## config.mk

```make
export PLATFORM = sky130hd
export DESIGN_NAME = tour_cmd_sched
export DESIGN_NICKNAME = d
export VERILOG_FILES = /design/src/rtl/tour_cmd_sched.sv
export SDC_FILE = /design/constraint.sdc
export NUM_CORES = 1
export LEC_CHECK = 0
export CAP_MARGIN = 0
export CORE_ASPECT_RATIO = 0.5
export CORE_UTILIZATION = 50
export DETAILED_ROUTE_END_ITERATION = 10
export GPL_ROUTABILITY_DRIVEN = 0
export GPL_TIMING_DRIVEN = 1
export HOLD_SLACK_MARGIN = 0.06
export PLACE_DENSITY = 0.78
export SYNTH_ARGS = -nofsm -noshare
export SYNTH_HDL_FRONTEND = slang
export SYNTH_SLANG_ARGS = --single-unit
```

## constraint.sdc

```tcl
create_clock -name clk -period 6.65 [get_ports clk]
set_input_delay 1.6625 -clock clk [delete_from_list [all_inputs] [get_ports clk]]
set_output_delay 1.6625 -clock clk [all_outputs]
set_load 0.05 [all_outputs]
```

## src/rtl/tour_cmd_sched.sv

```systemverilog
// Host-side Knight command scheduler: queues 16-bit commands and issues each to
// RemoteComm only after the previous one drew 0xA5, with timeout/retry and error reporting.
module tour_cmd_sched #(
  parameter int DEPTH        = 8,
  parameter int RESP_TIMEOUT = 4000000,
  parameter int MAX_RETRY    = 1
) (
  input  logic        clk,
  input  logic        rst,
  input  logic        wr_cmd,
  input  logic [15:0] cmd_in,
  output logic        full,
  input  logic        start,
  input  logic        abort,
  output logic [15:0] cmd,
  output logic        send_cmd,
  input  logic        cmd_sent,
  input  logic        resp_rdy,
  input  logic [7:0]  resp,
  output logic        busy,
  output logic        done,
  output logic        err,
  output logic [1:0]  err_code,
  output logic [4:0]  acked
);

  localparam int AW = (DEPTH > 1) ? $clog2(DEPTH) : 1;
  localparam int CW = (RESP_TIMEOUT > 1) ? $clog2(RESP_TIMEOUT) : 1;
  localparam int RW = (MAX_RETRY > 0) ? $clog2(MAX_RETRY + 1) : 1;
  localparam logic [CW-1:0] TMO_LAST  = CW'(RESP_TIMEOUT - 1);
  localparam logic [RW-1:0] RETRY_MAX = RW'(MAX_RETRY);

  localparam logic [1:0] CODE_TMO   = 2'b01;
  localparam logic [1:0] CODE_NAK   = 2'b10;
  localparam logic [1:0] CODE_ABORT = 2'b11;

  typedef enum logic [2:0] {IDLE, LOAD, SEND, WAIT_SENT, WAIT_RESP, FLUSH} state_t;

  state_t          state_q, state_d;
  logic [15:0]     mem_q [DEPTH];
  logic [AW:0]     wr_ptr_q, rd_ptr_q;
  logic [15:0]     cmd_q;
  logic [RW-1:0]   retry_q;
  logic [CW-1:0]   tmo_cnt_q;
  logic            err_q, done_q, abort_q;
  logic [1:0]      err_code_q;
  logic [4:0]      acked_q;

  logic fifo_empty, fifo_full, pop, flush, push;
  logic abort_now, is_ack, tmo_hit;
  logic ev_clear, ev_ack, ev_retry, ev_err, done_d;
  logic [1:0] ev_code;

  // Extra pointer MSB distinguishes full from empty when the indices match.
  assign fifo_empty = (wr_ptr_q == rd_ptr_q);
  assign fifo_full  = (wr_ptr_q[AW] != rd_ptr_q[AW]) &&
                      (wr_ptr_q[AW-1:0] == rd_ptr_q[AW-1:0]);
  assign pop        = (state_q == LOAD);
  assign flush      = (state_q == FLUSH);
  assign push       = wr_cmd && !flush && (!fifo_full || pop);

  assign abort_now  = abort_q || abort;
  assign is_ack     = (resp == 8'hA5);
  assign tmo_hit    = (tmo_cnt_q == TMO_LAST) && !resp_rdy;

  always_ff @(posedge clk or posedge rst) begin
    if (rst) begin
      wr_ptr_q <= '0;
      rd_ptr_q <= '0;
    end else begin
      if (push) wr_ptr_q <= wr_ptr_q + 1'b1;
      if (flush)    rd_ptr_q <= wr_ptr_q;
      else if (pop) rd_ptr_q <= rd_ptr_q + 1'b1;
    end
  end

  always_ff @(posedge clk) begin
    if (push) mem_q[wr_ptr_q[AW-1:0]] <= cmd_in;
  end

  // State register
  always_ff @(posedge clk or posedge rst) begin
    if (rst) state_q <= IDLE;
    else     state_q <= state_d;
  end

  // Next-state logic
  always_comb begin
    state_d = state_q;
    case (state_q)
      IDLE:      if (start && !fifo_empty) state_d = LOAD;
      LOAD:      state_d = ev_err ? FLUSH : SEND;
      SEND:      state_d = WAIT_SENT;
      WAIT_SENT: if (cmd_sent) state_d = WAIT_RESP;
      WAIT_RESP: begin
        if (ev_err)        state_d = FLUSH;
        else if (ev_retry) state_d = SEND;
        else if (ev_ack)   state_d = done_d ? IDLE : LOAD;
      end
      FLUSH:     state_d = IDLE;
      default:   state_d = IDLE;
    endcase
  end

  // Output / event decode; a response in the timeout cycle takes priority.
  always_comb begin
    send_cmd = (state_q == SEND);
    busy     = (state_q != IDLE);
    ev_clear = 1'b0;
    ev_ack   = 1'b0;
    ev_retry = 1'b0;
    ev_err   = 1'b0;
    ev_code  = 2'b00;
    done_d   = 1'b0;
    case (state_q)
      IDLE: if (start) begin
        ev_clear = 1'b1;
        done_d   = fifo_empty;
      end
      LOAD: if (abort_now) begin
        ev_err  = 1'b1;
        ev_code = CODE_ABORT;
      end
      WAIT_RESP: begin
        if (resp_rdy) begin
          if (is_ack) begin
            ev_ack = 1'b1;
            if (fifo_empty) begin
              done_d = 1'b1;
            end else if (abort_now) begin
              ev_err  = 1'b1;
              ev_code = CODE_ABORT;
            end
          end else begin
            ev_err  = 1'b1;
            ev_code = CODE_NAK;
          end
        end else if (tmo_hit) begin
          if (abort_now) begin
            ev_err  = 1'b1;
            ev_code = CODE_ABORT;
          end else if (retry_q < RETRY_MAX) begin
            ev_retry = 1'b1;
          end else begin
            ev_err  = 1'b1;
            ev_code = CODE_TMO;
          end
        end
      end
      default: ;
    endcase
  end

  always_ff @(posedge clk or posedge rst) begin
    if (rst) begin
      cmd_q      <= 16'h0000;
      retry_q    <= '0;
      tmo_cnt_q  <= '0;
      err_q      <= 1'b0;
      err_code_q <= 2'b00;
      acked_q    <= 5'd0;
      done_q     <= 1'b0;
      abort_q    <= 1'b0;
    end else begin
      done_q <= done_d;
      if (pop) begin
        cmd_q   <= mem_q[rd_ptr_q[AW-1:0]];
        retry_q <= '0;
      end else if (ev_retry) begin
        retry_q <= retry_q + 1'b1;
      end
      if (state_q == WAIT_SENT && cmd_sent) tmo_cnt_q <= '0;
      else if (state_q == WAIT_RESP && tmo_cnt_q != TMO_LAST) tmo_cnt_q <= tmo_cnt_q + 1'b1;
      if (ev_clear) begin
        err_q      <= 1'b0;
        err_code_q <= 2'b00;
        acked_q    <= 5'd0;
      end else begin
        if (ev_err) begin
          err_q      <= 1'b1;
          err_code_q <= ev_code;
        end
        if (ev_ack && acked_q != 5'd31) acked_q <= acked_q + 5'd1;
      end
      // A pending abort is forgotten once the FSM is back in IDLE.
      if (state_q != IDLE && state_d == IDLE) abort_q <= 1'b0;
      else if (abort && state_q != IDLE)      abort_q <= 1'b1;
    end
  end

  assign full     = fifo_full;
  assign cmd      = cmd_q;
  assign done     = done_q;
  assign err      = err_q;
  assign err_code = err_code_q;
  assign acked    = acked_q;

endmodule

```

==> results.ini <==
[sta]
relSlewSlack_pct = 26.34
skew_ns = 0.01241
hold_viol = 0
slew_viol_final = 0
period_needed_ns = 4.444
worst_pin_slew_ns = 1.101
layout_worst_path_cycle_share_pct = 66.83
finalSetupViolCount = 0
fmax_mhz = 225.0
tns_ns = 0
rsz0062_at_grt = no

[pwr]
p_seq_share_pct = 41.7
internal_power_w = 0.002640
netSwitchingPower_w = 0.001585
p_clk_share_pct = 23.2
combPwrFrac_pct = 35.1
irDropWorstVdd_uv = 239.5
powerDensity_nw_per_um2 = 454.8
sw_frac_of_total_pct = 37.51
p_leak_nw = 3.218

[clock_network]
cts-buffers-inserted = 17
clk_pin_slew_ns = 0.07
cts_resized = 0
htree_levels = 4
root_buffer = clkbuf_16
cts-hold-fix-buffers = 0
postCtsSetupBuffers = 0
clockBufferDepth = 2
tritoncts = built
worstSkewPairLatency_ns = 0.44
cts.sinks = 188

[finish]
final_area_um2 = 9289
syn2layout_area_growth_pct = 18.48
diodes = 0
num-nets-final = 617
stdcell_count = 791
drive_gt1_share_pct = 16.02

[placed_design]
port_buffers = 58
dpl.cell_count = 760
placed_area_um2 = 8712
place_hpwl_mm = 9.389

[setup_path]
r2r-start = rd_ptr_q[1]
ff2ff_path_depth = 6
crit_chain = buf_4, xor2_1, nor4_1, clkdlybuf4s50_1
arrival_ns = 2.78
endpoint_kind = output port
reg2reg_to = mem_q[5][3]
slowest_stage = clkdlybuf4s50_1
required_ns = 4.99
critical_path_class = reg -> out
start_kind = flip-flop
slowest_delay_ns = 0.89
cp_max_fo = 35
r2r_slack_ns = 3.65

[logic_synthesis]
ys_types = 51
yosys-top-cells-count = 128 x edfxtp_1, 60 x dfrtp_1, 40 x a21oi_1
yosysTopAreaCell = edfxtp_1
syn_area_um2 = 7840
synth_ff_type = edfxtp_1
synth.top_cell.area_share_pct = 49.03
ys_seq_area_share_pct = 68.18
synth_edf_count = 128
synthTopCellsByArea = edfxtp_1 49%, dfrtp_1 19%, mux4_2 9.2%, a21oi_1 2.6%, mux2i_1 2.4%
yosys_register_bits = 188
syn_nets = 550
yosysMostFrequentCell = edfxtp_1
syn_avg_cell_area_um2 = 15.25
yosysWarnings = 0
syn_inst = 514
synthArstFlopShare_pct = 31.91

[floorplan]
core_area_um2 = 14890
ios = 59
fp.dieH_um = 90.55
rows = 31
die_x_um = 179.1
start_util_pct = 52.64
dieArea_um2 = 16220

[detailed_routing]
viasPerCell = 6.019
first_pass_iters = 8
wirelength_mm = 15.62
wl_per_cell_um = 19.75
ant_nets = 0
drt_iter0_drc = 540
vias = 4761
drc = 12

[grt]
grt_max_degree = 61
grt_pass1_vias = 4765
grt_pass1_wl_mm = 25.45
grt_overflow = 0
track_usage_pct = 21.25
antenna_found_initial = 0

[run_status]
outcome = finished, violations left
violations = DRC

[hold_path]
whs_endpoint = cmd[15]
min-delay-start = cmd[15]
hold_depth = 2
hp-class = reg -> reg

[run]
maxCapViolCount = 0

worst max-delay path by stage:
| stage | start | to | slack (ns) |
|---|---|---|---|
| final | rd_ptr_q[1] | full | 2.21 |
| after global routing | rd_ptr_q[1] | full | 2.04 |
| after CTS | rd_ptr_q[1] | full | 2.17 |
| after detailed placement | rd_ptr_q[1] | full | 2.64 |
| after global placement | rd_ptr_q[1] | full | 2.70 |
| after floorplan | wr_cmd | mem_q[4][0] | 2.48 |
power by group through the flow:
stage               Clock (W)  Combinational [W]  Sequential (W)
floorplan                   0           0.000912         0.00189
global placement            0            0.00143         0.00176
detailed placement          0            0.00147         0.00178
CTS                  0.000990            0.00149         0.00176
global route          0.00104            0.00161         0.00180
finish               0.000978            0.00148         0.00176
routing by layer:
metal | GRT usage (%) | vias to the layer above | part of all wire, %
met2 | 33.56 | 170 | 48
met5 | 0 | - | 0
met4 | 8.192 | 0 | 1.5
met3 | 4.798 | 19 | 5.5
met1 | 28.80 | 2419 | 45
li1 | - | 2153 | -
layout by cell type (no fill, tap or decap), drive strengths merged, types with 14 or more instances in the layout:
cell / Yosys / layout
o21ai: 22 / 22
clkbuf: 13 / 17
mux4: 32 / 32
dfrtp: 60 / 60
mux2i: 19 / 19
edfxtp: 128 / 128
nand2: 25 / 25
nor2: 32 / 32
clkdlybuf4s50: 0 / 58
inv: 8 / 14
a21oi: 40 / 40
cells by family after synthesis:
logic type,Yosys count,synth area share (%)
AND/OR/NAND/NOR,135,9.384
multiplexers,51,11.62
adder cells (fa/ha/maj),5,0.7980
AO/OA/AOI/OAI,91,6.878
buffers and inverters,31,1.692
XOR/XNOR,13,1.452
flip-flops,188,68.18
cell type report:
class | count | area (um^2)
clock buffers | 17 | 425.4
repair buffers | 71 | 678.2
flip-flops and latches | 188 | 5346
clock inverters | 14 | 151.4
multi-input cells | 295 | 2410
fillers | 1051 | 5605
inverters | 8 | 30.03
well taps | 198 | 247.7
critical path: cells and delay by family, from the launching register on:
family        cells  cell delay [ns]
buf+inv           2             1.31
simple gates      1             0.50
flops             1             0.32
xor+xnor          1             0.21
state kept, by name (all words and copies together) (netlist names), 2 cells and up:
name / flops
acked: 5
cmd: 16
state_q: 3
rd_ptr_q: 4
mem_q: 128
wr_ptr_q: 4
tmo_cnt_q: 22
err_code: 2
metrics by stage:
step | hold slack [ns] | util, % | setup slack [ns] | power, W
finish | 0.5275 | 62.37 | 2.206 | 0.004224
global route | 0.5630 | 62.37 | 2.043 | 0.004456
CTS | 0.5342 | 62.37 | 2.174 | 0.004241
detailed placement | 0.5153 | 58.49 | 2.640 | 0.003253
global placement | 0.4911 | 58.49 | 2.699 | 0.003193
floorplan | 0.4665 | - | 2.484 | 0.002803
Power figures use the tool's default switching activity.
